===== config.mk =====
export PLATFORM = sky130hd
export DESIGN_NAME = mux_rr_sched_flat
export DESIGN_NICKNAME = d
export VERILOG_FILES = /design/src/rtl/mux_rr_sched_if.sv /design/src/rtl/mux_rr_sched.sv /design/src/flat_wrapper.sv
export SDC_FILE = /design/constraint.sdc
export NUM_CORES = 1
export LEC_CHECK = 0
export CAP_MARGIN = 20
export CORE_ASPECT_RATIO = 0.6
export CORE_MARGIN = 2
export CORE_UTILIZATION = 40
export CTS_CLUSTER_DIAMETER = 120
export DETAILED_ROUTE_END_ITERATION = 16
export PLACE_DENSITY_LB_ADDON = 0.25
export SYNTH_ARGS = -nofsm -noshare
export SYNTH_HDL_FRONTEND = slang
export SYNTH_SLANG_ARGS = --single-unit
export TNS_END_PERCENT = 10

===== constraint.sdc =====
create_clock -name clk -period 2.2 [get_ports clk]
set_clock_uncertainty 0.05 [all_clocks]
set_input_delay 0.44 -clock clk [delete_from_list [all_inputs] [get_ports clk]]
set_output_delay 0.44 -clock clk [all_outputs]
set_load 0.005 [all_outputs]

===== src/rtl/mux_rr_sched_if.sv =====
// -----------------------------------------------------------------------------
// mux_rr_sched_if
//
// Bundle of the request/data inputs and the grant/output-stage signals of the
// 4-requester round-robin scheduler.
//
//   req     : 4-bit request vector, bit i = requester i
//   din     : packed data, requester i on din[i*WIDTH +: WIDTH]
//   gnt     : registered one-hot grant, zero when idle
//   sel     : registered mux select, index of the granted requester
//   q       : registered data of the last transfer
//   q_valid : high for the cycle after each transfer edge
//   q_src   : index of the requester that produced q
//
// Modports:
//   master : producer side, drives req/din and observes the outputs
//   slave  : scheduler side, samples req/din and drives the outputs
// -----------------------------------------------------------------------------
interface mux_rr_sched_if #(
    parameter int WIDTH = 8
);
    logic [3:0]         req;
    logic [4*WIDTH-1:0] din;
    logic [3:0]         gnt;
    logic [1:0]         sel;
    logic [WIDTH-1:0]   q;
    logic               q_valid;
    logic [1:0]         q_src;

    modport master (
        output req,
        output din,
        input  gnt,
        input  sel,
        input  q,
        input  q_valid,
        input  q_src
    );

    modport slave (
        input  req,
        input  din,
        output gnt,
        output sel,
        output q,
        output q_valid,
        output q_src
    );
endinterface


===== src/rtl/mux_rr_sched.sv =====
// -----------------------------------------------------------------------------
// mux_rr_sched
//
// Round-robin scheduler for four requesters in front of an 8-bit DFF + 4:1 mux
// output stage. One requester is granted at a time, for a burst of up to
// MAX_BURST transfers. Every edge on which the granted requester still
// requests is a transfer: its data is registered into q together with a valid
// flag and a source tag. When a grant ends, the next requester is chosen in
// the same edge, so continuous requests keep one transfer per cycle.
//
// Parameters:
//   WIDTH     : data width per requester and of q
//   MAX_BURST : maximum consecutive transfers per grant (1..16)
//
// Ports:
//   clk : rising-edge clock
//   rst : synchronous reset, active-high
//   bus : mux_rr_sched_if.slave (req, din in; gnt, sel, q, q_valid, q_src out)
//
// Optional feature:
//   SCHED_FIXED_PRIO_EN : when defined, arbitration always scans from index 0
//   (lowest index wins) and the round-robin pointer is removed. MAX_BURST
//   still ends grants, but a lower index that keeps requesting wins again.
// -----------------------------------------------------------------------------
module mux_rr_sched #(
    parameter int WIDTH     = 8,
    parameter int MAX_BURST = 4
) (
    input  logic                 clk,
    input  logic                 rst,
    mux_rr_sched_if.slave        bus
);

    typedef enum logic [0:0] {
        IDLE  = 1'b0,
        BURST = 1'b1
    } state_t;

    localparam logic [3:0] CNT_LAST = 4'(MAX_BURST - 1);

    state_t           state_r, state_n;
    logic [3:0]       gnt_r,   gnt_n;
    logic [1:0]       sel_r,   sel_n;
    logic [3:0]       cnt_r,   cnt_n;
    logic [WIDTH-1:0] q_r,     q_n;
    logic             q_valid_r, q_valid_n;
    logic [1:0]       q_src_r, q_src_n;
`ifndef SCHED_FIXED_PRIO_EN
    logic [1:0]       ptr_r,   ptr_n;
`endif

    logic [1:0]       idle_start;
    logic [1:0]       regrant_start;
    logic             xfer;
    logic             grant_end;
    logic [1:0]       idle_win;
    logic [1:0]       regrant_win;

    // First requesting index found scanning start, start+1, ... modulo 4.
    function automatic logic [1:0] win(input logic [3:0] r, input logic [1:0] start);
        logic [1:0] idx;
        logic       found;
        logic [1:0] w;
        w     = 2'd0;
        found = 1'b0;
        for (int k = 0; k < 4; k++) begin
            idx = start + 2'(k);
            if (!found && r[idx]) begin
                w     = idx;
                found = 1'b1;
            end
        end
        return w;
    endfunction

    function automatic logic [3:0] onehot(input logic [1:0] idx);
        return 4'b0001 << idx;
    endfunction

    // Scan origins: round-robin starts at the pointer when idle and just past
    // the expiring requester on a handoff, so the expiring one ranks last.
`ifdef SCHED_FIXED_PRIO_EN
    assign idle_start    = 2'd0;
    assign regrant_start = 2'd0;
`else
    assign idle_start    = ptr_r;
    assign regrant_start = sel_r + 2'd1;
`endif

    assign xfer        = bus.req[sel_r];
    assign grant_end   = !xfer || (cnt_r == CNT_LAST);
    assign idle_win    = win(bus.req, idle_start);
    assign regrant_win = win(bus.req, regrant_start);

    // Next-state logic. Everything holds by default and q_valid drops unless
    // this edge is a transfer. A handoff overrides the counter increment.
    always_comb begin
        state_n   = state_r;
        gnt_n     = gnt_r;
        sel_n     = sel_r;
        cnt_n     = cnt_r;
        q_n       = q_r;
        q_valid_n = 1'b0;
        q_src_n   = q_src_r;
`ifndef SCHED_FIXED_PRIO_EN
        ptr_n     = ptr_r;
`endif
        case (state_r)
            IDLE: begin
                if (|bus.req) begin
                    gnt_n   = onehot(idle_win);
                    sel_n   = idle_win;
                    cnt_n   = 4'd0;
                    state_n = BURST;
                end
            end
            BURST: begin
                if (xfer) begin
                    q_n       = bus.din[sel_r*WIDTH +: WIDTH];
                    q_src_n   = sel_r;
                    q_valid_n = 1'b1;
                    cnt_n     = cnt_r + 4'd1;
                end
                if (grant_end) begin
`ifndef SCHED_FIXED_PRIO_EN
                    ptr_n = sel_r + 2'd1;
`endif
                    if (|bus.req) begin
                        gnt_n = onehot(regrant_win);
                        sel_n = regrant_win;
                        cnt_n = 4'd0;
                    end else begin
                        gnt_n   = 4'd0;
                        cnt_n   = 4'd0;
                        state_n = IDLE;
                    end
                end
            end
            default: begin
                state_n = IDLE;
                gnt_n   = 4'd0;
            end
        endcase
    end

    // State registers; reset wins over any transfer or handoff on that edge.
    always_ff @(posedge clk) begin
        if (rst) begin
            state_r   <= IDLE;
            gnt_r     <= 4'd0;
            sel_r     <= 2'd0;
            cnt_r     <= 4'd0;
            q_r       <= '0;
            q_valid_r <= 1'b0;
            q_src_r   <= 2'd0;
`ifndef SCHED_FIXED_PRIO_EN
            ptr_r     <= 2'd0;
`endif
        end else begin
            state_r   <= state_n;
            gnt_r     <= gnt_n;
            sel_r     <= sel_n;
            cnt_r     <= cnt_n;
            q_r       <= q_n;
            q_valid_r <= q_valid_n;
            q_src_r   <= q_src_n;
`ifndef SCHED_FIXED_PRIO_EN
            ptr_r     <= ptr_n;
`endif
        end
    end

    assign bus.gnt     = gnt_r;
    assign bus.sel     = sel_r;
    assign bus.q       = q_r;
    assign bus.q_valid = q_valid_r;
    assign bus.q_src   = q_src_r;

endmodule


===== src/flat_wrapper.sv =====
// flat-port wrapper written by rule: the top's interface ports become plain ports
module mux_rr_sched_flat 
#(
    parameter int WIDTH     = 8,
    parameter int MAX_BURST = 4
)
  (clk, rst, bus_req, bus_din, bus_gnt, bus_sel, bus_q, bus_q_valid, bus_q_src);
  mux_rr_sched_if #(.WIDTH(WIDTH)) bus_i ();
  input  logic clk;
  input  logic rst;
  input wire logic [$bits(bus_i.req)-1:0] bus_req;
  input wire logic [$bits(bus_i.din)-1:0] bus_din;
  output wire logic [$bits(bus_i.gnt)-1:0] bus_gnt;
  output wire logic [$bits(bus_i.sel)-1:0] bus_sel;
  output wire logic [$bits(bus_i.q)-1:0] bus_q;
  output wire logic [$bits(bus_i.q_valid)-1:0] bus_q_valid;
  output wire logic [$bits(bus_i.q_src)-1:0] bus_q_src;
  assign bus_i.req = bus_req;
  assign bus_i.din = bus_din;
  assign bus_gnt = bus_i.gnt;
  assign bus_sel = bus_i.sel;
  assign bus_q = bus_i.q;
  assign bus_q_valid = bus_i.q_valid;
  assign bus_q_src = bus_i.q_src;
  mux_rr_sched #(.WIDTH(WIDTH), .MAX_BURST(MAX_BURST)) u_core (.clk(clk), .rst(rst), .bus(bus_i));
endmodule

==> flow_metrics.tcl <==
set metrics [dict create \
    start_kind "input pin" \
    synth_seq_cells 24 \
    relSlewSlack_pct 69.0 \
    p_switching_uw 410 \
    stdcell_count 270 \
    p_clk_share_pct 26.9 \
    setup_violations 0 \
    p_per_area_nw_per_um2 654 \
    fp-row-count 17 \
    internal_power_uw 1040 \
    endpoint_kind "flip-flop" \
    cts_sinks 24 \
    area_delta_synth_final_pct 47.1 \
    htree_levels 1 \
    synth.top_cell.area_share_pct 31.8 \
    drc_errors 0 \
    syn_area_um2 1510 \
    leakage_uw 0.000824 \
    clk_latency_ps 270 \
    timing.critical_path.arrival_ps 2170 \
    fmax_mhz 484 \
    final_core_util_pct 61.1 \
    synth_area_per_cell_um2 9.45 \
    clkTransAtPathRegs_ps 90 \
    cts_tree "yes" \
    ios 55 \
    nets 263 \
    synthTopCellsByArea "dfxtp_1, mux4_2, mux2i_1" \
    floorplan.initialDensity_pct 41.6 \
    path_max_fanout 7 \
    yosys.area_share.adder_pct 0.828 \
    fin_crit_ps 2070 \
    grt.total_usage_pct 18.6 \
    fillers 303 \
    place.gp.congestion 0.875 \
    port_buffers 54 \
    grt_pass1_vias 1409 \
    core_um2 3640 \
    grt_max_degree 25 \
    maxSlewViolCount 0 \
    ctsResizeCount 0 \
    grt_first_pass_wirelength_mm 6.40 \
    hold_viol_final 0 \
    layout-drive-gt1-share_pct 17.0 \
    diodes 0 \
    synth_seq_area_share_pct 31.8 \
    drt_iter0_markers 40 \
    final_cell_mix "clkdlybuf4s50_1, nor2_1, dfxtp_1" \
    pwr-share-comb_pct 36.3 \
    synth_top_area_cell "dfxtp_1" \
    async_flop_share_pct 0 \
    status "completed" \
    via_per_inst 5.16 \
    p_seq_share_pct 36.8 \
    first_pass_iters 4 \
    postCtsHoldBufs 0 \
    cts_root_buf "clkbuf_8" \
    ys_warn_count 0 \
    synthMuxAreaShare_pct 21.1 \
    synth_top_family_by_area "multiplexers" \
    placed_cells 266 \
    path_class "input pin to flip-flop" \
    die_w_um 83.4 \
    dieArea_um2 4300 \
    cts_buffers 3 \
    hold_class "flip-flop to flip-flop" \
    cp.required_ps 2310 \
    cts_buffer_depth 2 \
    post-route-period-util_pct 94.0 \
    routed_wl_mm 3.81 \
    wl_per_cell_um 14.1 \
    ant_nets 0 \
    setup_tns_ps 0 \
    yosys.cell_types.count 41 \
    dp_hpwl_mm 2.99 \
    synth-xor-area-share_pct 0.579 \
    syn-num-nets 199 \
    synthCells 160 \
    tightest_slew_ps 465 \
    synth_compound_area_share_pct 19.6 \
    cts_setup_buffers 0 \
    synthFlopType "dfxtp_1" \
    cap_violations 0 \
    die_h_um 51.6 \
    synth_edf_count 0 \
    yosys.area_share.simple_pct 19.1 \
    rsz0062_at_grt "false" \
    layout_commonest_cell "clkdlybuf4s50_1" \
    grt-ovfl-total 0 \
    num_vias 1394 \
    ir_worst_vdd_mv 0.377 \
    antenna_found_initial 0 \
    switching_share_pct 28.2 \
]
[power groups by stage]
stage	sequential, uW	combinational [uW]	clock [uW]
2_1_floorplan	524	325	0
3_3_place_gp	543	521	0
3_5_place_dp	545	529	0
4_1_cts	536	532	395
5_1_grt	545	575	419
6_report	536	528	391
[per-stage QoR]
step	hold WS, ps	worst slack [ps]	area, um2	total power (uW)
2_1_floorplan	413	502	1510	850
3_3_place_gp	424	-60.3	2150	1060
5_1_grt	489	15.9	2220	1540
3_5_place_dp	435	-153	2150	1070
6_report	452	132	2220	1450
4_1_cts	451	142	2220	1460
[synthesized netlist by cell type, types with 2 or more instances]
| cell type | instances |
|---|---|
| a211o_1 | 2 |
| a211oi_1 | 5 |
| a21oi_1 | 4 |
| a21oi_2 | 2 |
| a22oi_1 | 3 |
| a311oi_1 | 3 |
| a31oi_1 | 2 |
| and2_1 | 3 |
| buf_2 | 3 |
| buf_6 | 4 |
| clkbuf_1 | 3 |
| dfxtp_1 | 24 |
| inv_1 | 7 |
| mux2i_1 | 11 |
| mux4_2 | 8 |
| nand2_1 | 9 |
| nand2b_1 | 4 |
| nand3_1 | 3 |
| nor2_1 | 27 |
| nor2b_1 | 4 |
| nor3_1 | 5 |
| o21ai_0 | 5 |
[cells by family after synthesis]
family                   count (synthesis)
flip-flops                              24
XOR/XNOR                                 1
adder cells (fa/ha/maj)                  1
multiplexers                            21
AO/OA/AOI/OAI                           35
AND/OR/NAND/NOR                         60
buffers and inverters                   18
[layout make-up]
class	instances	area (um2)	area share [%]
Multi-Input combinational cell	118	926	41.6
Timing Repair Buffer	70	661	29.7
Sequential cell	24	480	21.6
Tap cell	47	58.8	2.64
Clock buffer	3	41.3	1.86
Clock inverter	1	30.0	1.35
Inverter	7	26.3	1.18
[path summary, 6_finish.rpt]
| kind | startpoint | to | slack, ps | cells past startpoint |
|---|---|---|---|---|
| setup / recovery | bus_req[1] | u_core.cnt_r[2]$_SDFFE_PP0P_ | 130 | 8 |
| hold / removal | u_core.bus.q_src[1]$_SDFFE_PP0P_ | u_core.bus.q_src[1]$_SDFFE_PP0P_ | 450 | 2 |
| setup reg to reg | u_core.bus.sel[1]$_SDFFE_PP0P_ | u_core.cnt_r[2]$_SDFFE_PP0P_ | 300 | 6 |
| hold reg to reg | u_core.bus.q_src[1]$_SDFFE_PP0P_ | u_core.bus.q_src[1]$_SDFFE_PP0P_ | 450 | 2 |
[registers in the layout, indices dropped and copies added, names as in the netlist]
signal,cells
u_core.bus.q,8
u_core.bus.gnt,4
u_core.cnt_r,4
u_core.bus.q_src,2
u_core.bus.sel,2
u_core.idle_start,2
u_core.bus.q_valid,1
u_core.state_r,1
[routing by layer]
layer  vias to the layer above  track usage [%]  wire length [um]
met2                        32             32.4              1740
met4                         0             1.91                 7
met3                         2             5.24               173
li1                        704                -                 -
met5                         -                0                 0
met1                       656             24.1              1890
[critical path: stages]
cell	delay, ps
clkdlybuf4s50_1	470
buf_4	190
mux2i_2	310
o2bb2ai_4	150
buf_4	170
nor2b_1	130
o21ai_0	200
a21oi_1	110
(Power assumes the default switching activity.)
